--- src/rtl/seq_chunk_adder_ctrl.sv ---
// seq_chunk_adder_ctrl: multi-cycle add/subtract, one CHUNK-bit ripple slice per clock, LSB chunk first.
module seq_chunk_adder_ctrl #(
  parameter int WIDTH = 32,
  parameter int CHUNK = 4
) (
  input  logic             clk,
  input  logic             rst,
  input  logic             start,
  input  logic             sub,
  input  logic [WIDTH-1:0] a,
  input  logic [WIDTH-1:0] b,
  output logic             busy,
  output logic             done,
  output logic [WIDTH-1:0] sum,
  output logic             cout,
  output logic             overflow
);
  localparam int NCHUNK = WIDTH / CHUNK;
  localparam int CW = (NCHUNK > 1) ? $clog2(NCHUNK) : 1;
  typedef enum logic {IDLE, RUN} state_t;
  state_t           state_q, state_d;
  logic [CW-1:0]    cnt_q, cnt_d;
  logic             carry_q, carry_d, msb_a_q, msb_a_d, msb_b_q, msb_b_d;
  logic [WIDTH-1:0] opa_q, opa_d, opb_q, opb_d, work_q, work_d, eff_b;
  logic             done_q, done_d, cout_q, cout_d, ovf_q, ovf_d;
  logic [WIDTH-1:0] sum_q, sum_d;
  logic [CHUNK:0]   slice;
  assign eff_b = sub ? ~b : b;
  assign slice = {1'b0, opa_q[CHUNK-1:0]} + {1'b0, opb_q[CHUNK-1:0]} + (CHUNK+1)'(carry_q);
  always_comb begin
    state_d = state_q;
    cnt_d   = cnt_q;
    carry_d = carry_q;
    opa_d   = opa_q;
    opb_d   = opb_q;
    work_d  = work_q;
    msb_a_d = msb_a_q;
    msb_b_d = msb_b_q;
    done_d  = 1'b0;
    sum_d   = sum_q;
    cout_d  = cout_q;
    ovf_d   = ovf_q;
    if (state_q == IDLE) begin
      if (start) begin
        opa_d   = a;
        opb_d   = eff_b;
        carry_d = sub;
        cnt_d   = '0;
        msb_a_d = a[WIDTH-1];
        msb_b_d = eff_b[WIDTH-1];
        state_d = RUN;
      end
    end else begin
      // each slice result enters at the top, so after NCHUNK shifts chunk 0 sits at the bottom
      work_d  = (work_q >> CHUNK) | (WIDTH'(slice[CHUNK-1:0]) << (WIDTH - CHUNK));
      opa_d   = opa_q >> CHUNK;
      opb_d   = opb_q >> CHUNK;
      carry_d = slice[CHUNK];
      cnt_d   = cnt_q + CW'(1);
      if (cnt_q == CW'(NCHUNK - 1)) begin
        sum_d   = work_d;
        cout_d  = slice[CHUNK];
        ovf_d   = (msb_a_q == msb_b_q) && (work_d[WIDTH-1] != msb_a_q);
        done_d  = 1'b1;
        state_d = IDLE;
      end
    end
  end
  always_ff @(posedge clk) begin
    if (rst) begin
      state_q <= IDLE;
      cnt_q   <= '0;
      carry_q <= 1'b0;
      opa_q   <= '0;
      opb_q   <= '0;
      work_q  <= '0;
      msb_a_q <= 1'b0;
      msb_b_q <= 1'b0;
      done_q  <= 1'b0;
      sum_q   <= '0;
      cout_q  <= 1'b0;
      ovf_q   <= 1'b0;
    end else begin
      state_q <= state_d;
      cnt_q   <= cnt_d;
      carry_q <= carry_d;
      opa_q   <= opa_d;
      opb_q   <= opb_d;
      work_q  <= work_d;
      msb_a_q <= msb_a_d;
      msb_b_q <= msb_b_d;
      done_q  <= done_d;
      sum_q   <= sum_d;
      cout_q  <= cout_d;
      ovf_q   <= ovf_d;
    end
  end
  assign busy     = (state_q == RUN);
  assign done     = done_q;
  assign sum      = sum_q;
  assign cout     = cout_q;
  assign overflow = ovf_q;
endmodule

--- config.mk ---
export PLATFORM = sky130hd
export DESIGN_NAME = seq_chunk_adder_ctrl
export DESIGN_NICKNAME = d
export VERILOG_FILES = /design/src/rtl/seq_chunk_adder_ctrl.sv
export SDC_FILE = /design/constraint.sdc
export NUM_CORES = 1
export LEC_CHECK = 0
export CORE_MARGIN = 2
export CORE_UTILIZATION = 30
export DETAILED_ROUTE_END_ITERATION = 12
export SLEW_MARGIN = 20
export SYNTH_ARGS = -nofsm -noshare
export SYNTH_HDL_FRONTEND = slang
export SYNTH_SLANG_ARGS = --single-unit
--- constraint.sdc ---
create_clock -name clk -period 1.65 [get_ports clk]
set_clock_uncertainty 0.2 [all_clocks]
set_input_delay 0.33 -clock clk [delete_from_list [all_inputs] [get_ports clk]]
set_output_delay 0.33 -clock clk [all_outputs]
set_load 0.02 [all_outputs]
* Yosys cells after proc, flatten, opt, wreduce, memory -nomap -nowiden
Cells that the tools add are included.
** Operators by class
- Mux-type cells :: 13
- Add/sub/neg operators :: 3
- Equality and inequality tests :: 3
- Bitwise gates (word level) :: 3
- Reduce and logical (&&, ||, !) cells :: 6
** Operators with widths (number)
- $mux 28 :: 4
- $mux 32 :: 1
- $not 32->32 :: 1
- $or 28x32->32 :: 1
- $mux 1 :: 6
- $mux 3 :: 2
- $add 4x4->5 :: 1
- $add 5x1->5 :: 1
- $reduce_and 2->1 :: 2
- $reduce_or 2->1 :: 2
- $add 3x1->3 const B :: 1
- $eq 3x3->1 const B :: 1
- $reduce_bool 2->1 :: 1
- $eq 1x1->1 :: 1
- $logic_and 1x1->1 :: 1
- $ne 1x1->1 :: 1
- $not 1->1 :: 1
** Word-level totals
- Word-level logic and storage cells :: 42
- Output and inout port bits :: 36
- Bits in registers :: 138
- Input port bits :: 68

* Depth between registers and ports, before layout
- Word-level depth :: 5
- Mapped depth :: 7
- Mapped depth without buffers :: 7

* Worst setup path after synthesis
No wires, ideal clock.
- Path kind :: flip-flop to flip-flop
- Start point :: register carry_q
- End point :: register ovf_q (netlist: overflow)
- Data arrival time :: 1481 ps
- Cell stages (with the launch flop) :: 6
- Slack :: -170 ps
- Required time :: 1311 ps
- Clock period less this slack :: 1820 ps
- Buffers on the path :: 0
- Library setup time :: 139 ps
- Cell sequence :: dfxtp_1 > fa_1 > a21o_1 > a21oi_1 > mux2i_1 > o2111ai_1
** On the way
- Longest elaborated chain between the ends :: 4
** RTL lines
- from (decl) :: RTL line 23 : logic carry_q, carry_d, msb_a_q, msb_a_d, msb_b_q, msb_b_d;
- from (signal assigned) :: RTL line 86 : carry_q <= carry_d;
- $add 5x1->5 :: RTL line 29 : assign slice = {1'b0, opa_q[CHUNK-1:0]} + {1'b0, opb_q[CHUNK-1:0]} + (CHUNK+1)'(carry_q);
- $or 28x32->32 :: RTL line 55 : work_d = (work_q >> CHUNK) | (WIDTH'(slice[CHUNK-1:0]) << (WIDTH - CHUNK));
- $ne 1x1->1 :: RTL line 63 : ovf_d = (msb_a_q == msb_b_q) && (work_d[WIDTH-1] != msb_a_q);
- $logic_and 1x1->1 :: RTL line 63
- to (signal assigned) :: RTL line 95 : ovf_q <= ovf_d;
- to (decl) :: RTL line 25 : logic done_q, done_d, cout_q, cout_d, ovf_q, ovf_d;
No other way between the ends.
A chain may end at the register's enable or synchronous reset.

* Final worst setup path
- Start point :: register opb_q[0]
- End point :: register work_q[30]
** On the way
- Longest elaborated chain between the ends :: 3
** RTL lines
- from (decl) :: RTL line 24 : logic [WIDTH-1:0] opa_q, opa_d, opb_q, opb_d, work_q, work_d, eff_b;
- from (signal assigned) :: RTL line 88 : opb_q <= opb_d;
- $add 4x4->5 :: RTL line 29
- $add 5x1->5 :: RTL line 29
- $or 28x32->32 :: RTL line 55
- to (signal assigned) :: RTL line 89 : work_q <= work_d;
- to (decl) :: RTL line 24
No other way between the ends.

==> flow_summary.toml <==
[status]
status = "finished with violations"
violations = "design-rule violations, negative setup slack"

[detailed_routing]
drtIter0Drc = 252
final_antenna_net_count = 0
wl_mm = 12.6
via_per_inst = 4.62
drc = 7
num_vias = 4313
wire_per_inst_um = 13.5
drtPass1Iterations = 11

[die]
fp.coreArea_mm2 = 0.0181
die_area_mm2 = 0.0196
num_rows = 49
ioPinCount = 104
initial_utilization_pct = 30.7
die_w_um = 140
die_y_um = 140

[place]
io_buffers = 103
dp_hpwl_mm = 8.40
dp_cells = 898
gp_congestion = 0.769

[pwr]
p_switching_mw = 1.94
ir_worst_vdd_mv = 0.670
pwr-share-comb_pct = 11.0
pwr_density_cell_mw_per_mm2 = 1110
power.leakage_nw = 3.02
seq_power_share_pct = 41.7
clockPowerShare_pct = 47.3
p_int_mw = 6.34
fin_total_pwr_mw = 8.28
p_sw_share_pct = 23.5

[cts]
ctsRootBufferMaster = "clkbuf_16"
h-tree-depth = 4
cts_made_buffers = 17
cts_tree = "yes"
worstSkewPairLatency_ns = 0.41
cts_hold_buf = 0
clkTransAtPathRegs_ns = 0.06
clk_path_buf_depth = 2
cts_sinks = 134

[min_path]
holdCritPathClass = "in -> reg"

[cells_and_area]
drive_above_1_share_pct = 12.1
post-route-util_pct = 41.3
layout.cells.non_filler = 933
final_cell_mix = "nor2_1, dfxtp_1, clkdlybuf4s50_1"
n_fill_cell = 1745
final_nets = 766
antenna_cells = 0
final_common_cell = "nor2_1"
area_delta_synth_final_pct = 34.3

[yosys]
synth_seq_cells = 134
netlist_area_mm2 = 0.00556
syn_area_per_cell_um2 = 9.34
async_flop_share_pct = 0
netlist_instances = 595
synth-edff-count = 0
yosys_warnings = 0
syn_nets = 670
synth-main-ff-cell = "dfxtp_1"
synth.distinct_cells = 33
yosysSeqAreaShare_pct = 48.3

[timing]
min_period_ns = 1.76
worst_pin_slew_ns = 0.507
rsz0062_at_grt = "true"
fin_crit_sh_pct = 107
max_freq_mhz = 567
layout_setup_ws_ns = -0.114
slew_headroom_pct = 66.2
report.final.slew_viol_count = 0
setup_viol = 8
finalHoldViolCount = 0

[worst_setup_path]
critPathTopFamily = "adder cells"
worstPathArrival_ns = 1.92
critical_path_class = "reg -> reg"
slowest_stage = "dfxtp_2"
required_ns = 1.80
path_cells = "fa_2, inv_2, fa_2, buf_4, xnor2_1, mux2i_1, nor2_1"
path_buf_inv = 2
crit_path_max_incr_delay_ns = 0.34
start_kind = "flop"
path_max_fanout = 2
crit_path_frequent_cell = "fa_2"
endpoint_kind = "flop"

[global_route]
grt_start_max_net_pins = 62
grt_antenna_before_repair = 0
grt_pass1_wl_mm = 20.7
grt_pass1_vias = 4125
grt_overflow_total = 0
gr-usage-all-layers_pct = 13.2

[job]
drv_cap = 0
## cell usage after synthesis, types with 2 or more instances
master | instances | area [um^2]
buf_4 | 10 | 75.1
dfxtp_1 | 134 | 2680
nor2b_1 | 3 | 18.8
a211oi_1 | 35 | 263
ha_1 | 5 | 62.6
a22o_1 | 30 | 263
nand2_1 | 4 | 15.0
fa_1 | 2 | 40.0
mux2i_1 | 61 | 611
nand2b_1 | 2 | 12.5
o21ai_0 | 3 | 15.0
a21oi_1 | 58 | 290
xnor2_1 | 33 | 289
inv_1 | 5 | 18.8
buf_6 | 3 | 33.8
nor2_1 | 155 | 582
buf_2 | 18 | 90.1
a22oi_1 | 2 | 15.0
a21o_1 | 2 | 15.0
clkbuf_1 | 17 | 63.8
## area by class of cell
type	instances	area (um^2)	share of cell area [%]
sequential	134	2690	36.0
clock inverter	11	146	1.96
tap	229	287	3.84
multi-input combinational	407	2620	35.1
inverter	5	18.8	0.251
clock buffer	21	470	6.30
timing repair buffer	126	1240	16.6
## cells by family (layout without fill, tap and decap cells)
family	count (synthesis)	after routing	synth area share (%)
buffers and inverters	54	163	5.13
flip-flops	134	134	48.3
AND/OR/NAND/NOR	171	171	12.3
adder cells (fa/ha/maj)	7	7	1.85
multiplexers	61	61	11.0
XOR/XNOR	34	34	5.36
AO/OA/AOI/OAI	134	134	16.1
## what timing repair did
action | 4_1_cts | 5_1_grt
endpoints found under the setup margin | 45 | 88
buffers inserted | 0 | 3
resized for setup | 59 | 35
pin swaps | 5 | 4
## power groups by stage
| stage | Combinational (mW) | Sequential (mW) | Clock (mW) |
|---|---|---|---|
| global route | 1.02 | 3.47 | 4.15 |
| CTS | 0.911 | 3.46 | 4.03 |
| detailed placement | 0.904 | 3.52 | 0 |
| floorplan | 0.600 | 3.50 | 0 |
| finish | 0.914 | 3.45 | 3.91 |
| global placement | 0.898 | 3.52 | 0 |
## worst paths after layout
kind | cells after the start | startpoint | end | slack (ns)
worst max register to register | 7 | opb_q[0] | work_q[30] | -0.11
worst min register to register | 2 | sum[31] | sum[31] | 0.26
worst max-delay path | 7 | opb_q[0] | work_q[30] | -0.11
worst min-delay path | 3 | rst | busy | 0.04
## metrics by stage
step	setup slack (ns)	instance area, um^2	hold WS (ns)	setup TNS [ns]
after floorplan	-0.0206	5570	0.248	-0.0417
final	-0.114	7470	0.0435	-0.519
after global placement	-0.0646	6870	0.240	-0.259
after CTS	-0.0958	7470	0.0179	-0.448
after global routing	-0.184	7470	0.0316	-1.21
after detailed placement	-0.0806	6870	0.253	-0.451
## routing by layer
layer	vias to the layer above	track usage [%]	wire length (um)
met2	88	19.5	5710
li1	2250	-	-
met3	8	3.97	556
met5	-	0	0
met4	0	5.05	119
met1	1967	18.2	6240
## state kept, by name, summed over array words and instances (netlist names)
register  count
busy          1
carry_q       1
cnt_q         3
cout          1
done          1
msb_a_q       1
msb_b_q       1
opa_q        32
opb_q        32
overflow      1
sum          32
work_q       28
## tightest hold or removal path, delay by kind of cell
kind,cells,cell delay [ns]
and+or+nand+nor,1,0.12
AOI/OAI and AO/OA,1,0.05
buffers and inverters,1,0.11
Note: power is estimated with default switching activity, not from simulation.
